<file path="config.mk">
export PLATFORM = sky130hd
export DESIGN_NAME = qint_vector
export DESIGN_NICKNAME = d
export VERILOG_FILES = /design/src/rtl/qint_vector_pkg.sv /design/src/rtl/qint_vector_qsync.sv /design/src/rtl/qint_vector.sv
export SDC_FILE = /design/constraint.sdc
export NUM_CORES = 1
export LEC_CHECK = 0
export BUFFER_PORTS_ARGS = -buffer_cell sky130_fd_sc_hd__buf_2
export CAP_MARGIN = 20
export CORE_MARGIN = 2
export CORE_UTILIZATION = 52
export DETAILED_ROUTE_END_ITERATION = 16
export PLACE_DENSITY = 0.83
export SLEW_MARGIN = 20
export SYNTH_ARGS = -nofsm -noshare
export SYNTH_HDL_FRONTEND = slang
export SYNTH_HIERARCHICAL = 1
export SYNTH_SLANG_ARGS = --single-unit
</file>
<file path="constraint.sdc">
create_clock -name clk -period 2.2 [get_ports clk]
set_clock_uncertainty 0.15 [all_clocks]
set_input_delay 0 -clock clk [delete_from_list [all_inputs] [get_ports clk]]
set_output_delay 0 -clock clk [all_outputs]
set_load 0.01 [all_outputs]
</file>
<file path="src/rtl/qint_vector_pkg.sv">
// Shared types and helpers for the QBUS interrupt-vector reply stage.
package qint_vector_pkg;

  typedef enum logic [1:0] {
    QV_IDLE    = 2'd0,
    QV_SETUP   = 2'd1,
    QV_REPLY   = 2'd2,
    QV_RELEASE = 2'd3
  } qv_state_e;

  function automatic int max3(input int a, input int b, input int c);
    int m;
    m = (a > b) ? a : b;
    return (m > c) ? m : c;
  endfunction

endpackage

</file>
<file path="src/rtl/qint_vector_qsync.sv">
// Multi-flop single-bit synchroniser for asynchronous bus receivers.
module qsync #(
  parameter int STAGES = 2
) (
  input  logic clk,
  input  logic rst_n,
  input  logic d_i,
  output logic q_o
);

  logic [STAGES-1:0] sync_q;

  always_ff @(posedge clk or negedge rst_n) begin
    if (!rst_n) sync_q <= '0;
    else        sync_q <= {sync_q[STAGES-2:0], d_i};
  end

  assign q_o = sync_q[STAGES-1];

endmodule

</file>
<file path="src/rtl/qint_vector.sv">
// Drives the interrupt vector onto DAL and handshakes TRPLY against RDIN for one IAK cycle.
module qint_vector
  import qint_vector_pkg::*;
#(
  parameter int DAL_WIDTH      = 22,
  parameter int SYNC_STAGES    = 2,
  parameter int SETUP_CYCLES   = 3,
  parameter int HOLD_CYCLES    = 2,
  parameter int TIMEOUT_CYCLES = 200
) (
  input  logic                 clk,
  input  logic                 reset_n,
  input  logic                 RINIT,
  input  logic                 RDIN,
  input  logic                 assert_vector,
  input  logic [8:0]           vector,
  output logic [DAL_WIDTH-1:0] TDAL,
  output logic                 dal_oe,
  output logic                 TRPLY,
  output logic                 vector_done,
  output logic                 busy,
  output logic                 timeout_err
);

  localparam int CNT_W = $clog2(max3(SETUP_CYCLES, HOLD_CYCLES, TIMEOUT_CYCLES) + 1);

  logic av_s, rdin_s, init_s, sync_rdy;

  qsync #(.STAGES(SYNC_STAGES)) u_sync_av   (.clk(clk), .rst_n(reset_n), .d_i(assert_vector), .q_o(av_s));
  qsync #(.STAGES(SYNC_STAGES)) u_sync_rdin (.clk(clk), .rst_n(reset_n), .d_i(RDIN),          .q_o(rdin_s));
  qsync #(.STAGES(SYNC_STAGES)) u_sync_init (.clk(clk), .rst_n(reset_n), .d_i(RINIT),         .q_o(init_s));
  // Goes high once the chains hold post-reset samples, so a held assert_vector cannot fake an edge.
  qsync #(.STAGES(SYNC_STAGES)) u_sync_rdy  (.clk(clk), .rst_n(reset_n), .d_i(1'b1),          .q_o(sync_rdy));

  qv_state_e            state_q, state_d;
  logic [CNT_W-1:0]     cnt_q, cnt_d;
  logic [DAL_WIDTH-1:0] tdal_q, tdal_d;
  logic                 dal_oe_q, dal_oe_d;
  logic                 trply_q, trply_d;
  logic                 done_q, done_d;
  logic                 busy_q, busy_d;
  logic                 terr_q, terr_d;
  logic                 av_low_q;
  logic                 start, setup_done, reply_to, hold_done;

  assign start      = av_s & av_low_q & ~init_s;
  assign setup_done = (cnt_q == CNT_W'(SETUP_CYCLES - 1));
  assign reply_to   = (cnt_q == CNT_W'(TIMEOUT_CYCLES - 1));
  assign hold_done  = (cnt_q == CNT_W'(HOLD_CYCLES - 1));

  always_ff @(posedge clk or negedge reset_n) begin
    if (!reset_n) begin
      state_q  <= QV_IDLE;
      cnt_q    <= '0;
      tdal_q   <= '0;
      dal_oe_q <= 1'b0;
      trply_q  <= 1'b0;
      done_q   <= 1'b0;
      busy_q   <= 1'b0;
      terr_q   <= 1'b0;
      av_low_q <= 1'b0;
    end else begin
      state_q  <= state_d;
      cnt_q    <= cnt_d;
      tdal_q   <= tdal_d;
      dal_oe_q <= dal_oe_d;
      trply_q  <= trply_d;
      done_q   <= done_d;
      busy_q   <= busy_d;
      terr_q   <= terr_d;
      av_low_q <= sync_rdy & ~av_s;
    end
  end

  always_comb begin
    state_d = state_q;
    if (init_s) begin
      state_d = QV_IDLE;
    end else begin
      case (state_q)
        QV_IDLE:    if (start) state_d = QV_SETUP;
        QV_SETUP: begin
          if (!av_s)           state_d = QV_IDLE;
          else if (setup_done) state_d = QV_REPLY;
        end
        QV_REPLY:   if (!rdin_s || reply_to) state_d = QV_RELEASE;
        QV_RELEASE: if (hold_done) state_d = QV_IDLE;
        default:    state_d = QV_IDLE;
      endcase
    end
  end

  // Registered outputs are derived from the transition about to be taken.
  always_comb begin
    cnt_d    = (state_d != state_q || state_q == QV_IDLE) ? '0 : cnt_q + CNT_W'(1);
    dal_oe_d = (state_d != QV_IDLE);
    busy_d   = (state_d != QV_IDLE);
    trply_d  = (state_d == QV_REPLY);
    tdal_d   = tdal_q;
    terr_d   = terr_q;
    done_d   = 1'b0;
    if (state_q == QV_IDLE && state_d == QV_SETUP) begin
      tdal_d = {{(DAL_WIDTH-9){1'b0}}, vector & 9'h1FC};
      terr_d = 1'b0;
    end else if (state_d == QV_IDLE) begin
      tdal_d = '0;
    end
    if (state_q == QV_REPLY && state_d == QV_RELEASE && rdin_s) terr_d = 1'b1;
    if (state_q == QV_RELEASE && state_d == QV_IDLE && !init_s && !terr_q) done_d = 1'b1;
  end

  assign TDAL        = tdal_q;
  assign dal_oe      = dal_oe_q;
  assign TRPLY       = trply_q;
  assign vector_done = done_q;
  assign busy        = busy_q;
  assign timeout_err = terr_q;

endmodule

</file>
==> results_dict.tcl <==
set metrics [dict create \
    die_area_sq_mm 0.00356 \
    synth-main-ff-cell "dfrtp_1" \
    async_flop_share_pct 100 \
    syn2layout_area_growth_pct 18.9 \
    syn_avg_cell_area_sq_um 9.96 \
    drt-pass1-iter-count 4 \
    io_pins 41 \
    rows 20 \
    syn-cell-area_sq_mm 0.00161 \
    grt_pass1_vias 1294 \
    clockBufferDepth 2 \
    cts_root_buf "clkbuf_4" \
    layout-drive-gt1-share_pct 22.5 \
    layout.cells.non_filler 237 \
    setup_slack_ps 82.1 \
    dp_slack_ps 68.0 \
    drtAntennaViolNets 0 \
    cp.required_ps 2260 \
    core-area_sq_mm 0.00300 \
    rr_worst_depth 6 \
    synthDistinctLibCells 40 \
    fill_cells 243 \
    synth_edf_count 0 \
    yosys_register_bits 30 \
    numPortBuffers 23 \
    yosysWarningCount 6 \
    nNetsFinal 220 \
    rr_endpoint "TDAL[6]" \
    period_minus_slack_ps 2120 \
    hold_violations 0 \
    grt_pass1_wl_microns 5970 \
    cp-endpoint "TDAL[6]" \
    numCtsBuffers 5 \
    hold_class "primary input to async pin" \
    pwr-share-comb_pct 9.0 \
    cts_htree_levels 2 \
    place.gp.congestion 0.823 \
    p_leak_uw 0.000856 \
    crit_type "flop to flop" \
    overflow 0 \
    drc 0 \
    start_util_pct 53.7 \
    viasPerCell 5.68 \
    clock_sinks 30 \
    r2r_start "cnt_q[1]" \
    clkPwrFrac_pct 34.4 \
    cts.reportedPaths.clkPinSlew_ps 100 \
    arrival_ps 2170 \
    drt_wl_total_microns 3610 \
    worst-slew-pin-transition_ps 661 \
    rsz0062_at_grt "false" \
    die_h_microns 59.7 \
    switchingPower_uw 260 \
    antenna_found_initial 0 \
    final.period_utilization_pct 96.3 \
    synth_cells 162 \
    sw_frac_of_total_pct 25.6 \
    grt_max_degree 31 \
    tns_ps 0 \
    ys_seq_area_share_pct 46.5 \
    start_kind "flop" \
    outcome "complete, no violations" \
    via_count 1347 \
    routedWlPerCell_microns 15.2 \
    dp.cells 216 \
    grt_util_all_layers_pct 22.8 \
    cp-startpoint "cnt_q[1]" \
    hpwlAfterDp_microns 2500 \
    antenna_cells 0 \
    drt_iter0_drc 43 \
    drv_slew 0 \
    power.density_mw_per_mm2 531 \
    maxSlewHeadroom_pct 56.0 \
    ir_drop_mv 0.348 \
    die_x_microns 59.7 \
    r2r_setup_slack_ps 80 \
    clock_latency_ps 340 \
    internal_power_uw 757 \
    fmax_mhz 472 \
    setup_violations 0 \
    cp_max_fo 15 \
    maxCapViolations 0 \
    power_uw 1020 \
    endpoint_kind "flop" \
    pwr-share-seq_pct 56.6 \
    cts_tree "built" \
]
## timing repair
action,in CTS,in global routing
setup endpoints to repair,0,12
hold endpoints to repair,40,0
gates resized for setup,0,1
buffers inserted,0,2
hold buffers,11,0
## area by class of cell
class	count	area [sq um]	area share, %
Sequential cell	30	751	39.2
Clock buffer	6	51.3	2.68
Inverter	5	18.8	0.979
Tap cell	33	41.3	2.15
Timing Repair Buffer	43	305	15.9
Multi-Input combinational cell	118	737	38.4
Clock inverter	2	12.5	0.653
## worst min-delay path by stage
stage | to | from | cells after the start
6_report | cnt_q[1] | reset_n | 2
5_1_grt | vector_done | reset_n | 2
4_1_cts | cnt_q[0] | reset_n | 2
3_5_place_dp | cnt_q[0] | reset_n | 1
3_3_place_gp | cnt_q[1] | reset_n | 1
2_1_floorplan | TDAL[2] | reset_n | 0
## critical path, stage by stage, from the launching register on
cell and delay [ps]:
dfrtp_1 430, ha_1 250, and4bb_2 270, a21o_1 220, a311oi_4 360, buf_12 190, o211ai_1 110
## state kept, by name, indices dropped and copies added (netlist names), 2 cells and up
name,cells
u_sync_init/sync_q,2
state_q,2
u_sync_rdin/sync_q,2
u_sync_av/sync_q,2
cnt_q,8
TDAL,7
u_sync_rdy/sync_q,2
## Yosys cell counts, types with 3 or more instances
cell      count  area (sq um)
inv_1         5          18.8
nand2_1      18          67.6
nand3_1       9          45.0
o21ai_0       8          40.0
o211ai_1     14           105
nor2_1        7          26.3
clkbuf_1      3          11.3
o22ai_1       6          37.5
o21a_1        3          22.5
nor3_1        3          15.0
o21ai_1       3          15.0
buf_4        17           128
dfrtp_1      30           751
ha_1          3          37.5
## layout by cell type (no fill, tap or decap), types with 6 or more instances in the layout
cell type and instances:
buf_2 23, conb_1 16, nor2_1 7, o22ai_1 6, buf_4 8, dlygate4sd3_1 11, nand2_1 18, dfrtp_1 30
nand3_1 9, o21ai_0 7, o211ai_1 14
## kinds of logic after synthesis
| group | synth area share, % |
|---|---|
| AND/OR/NAND/NOR | 17.5 |
| AO/OA/AOI/OAI | 20.6 |
| flip-flops | 46.5 |
| buffers and inverters | 11.0 |
| XOR/XNOR | 1.63 |
| adder cells (fa/ha/maj) | 2.33 |
| other | 0.466 |
## power by group through the flow
stage                     registers, uW  logic [uW]  clock network, uW
final                               575        91.8                350
after global routing                578         102                378
after CTS                           575        89.0                357
after detailed placement            586        74.0                  0
after global placement              585        69.8                  0
after floorplan                     583        61.0                  0
## metal layers
layer | vias to the layer above | wire length (microns) | track usage, %
met5 | - | 0 | 0
met4 | 0 | 65 | 9.52
met3 | 8 | 134 | 5.19
met2 | 34 | 1940 | 39.0
met1 | 674 | 1470 | 27.5
li1 | 631 | - | -
## stage by stage
stage	util, %	area [sq um]	hold WS, ps
after global placement	57.5	1730	-97.7
after CTS	63.3	1900	93.3
after floorplan	-	1670	-446
after global routing	63.8	1920	138
final	63.8	1920	69.1
after detailed placement	57.5	1730	-80.4
Power figures use the tool's default switching activity.
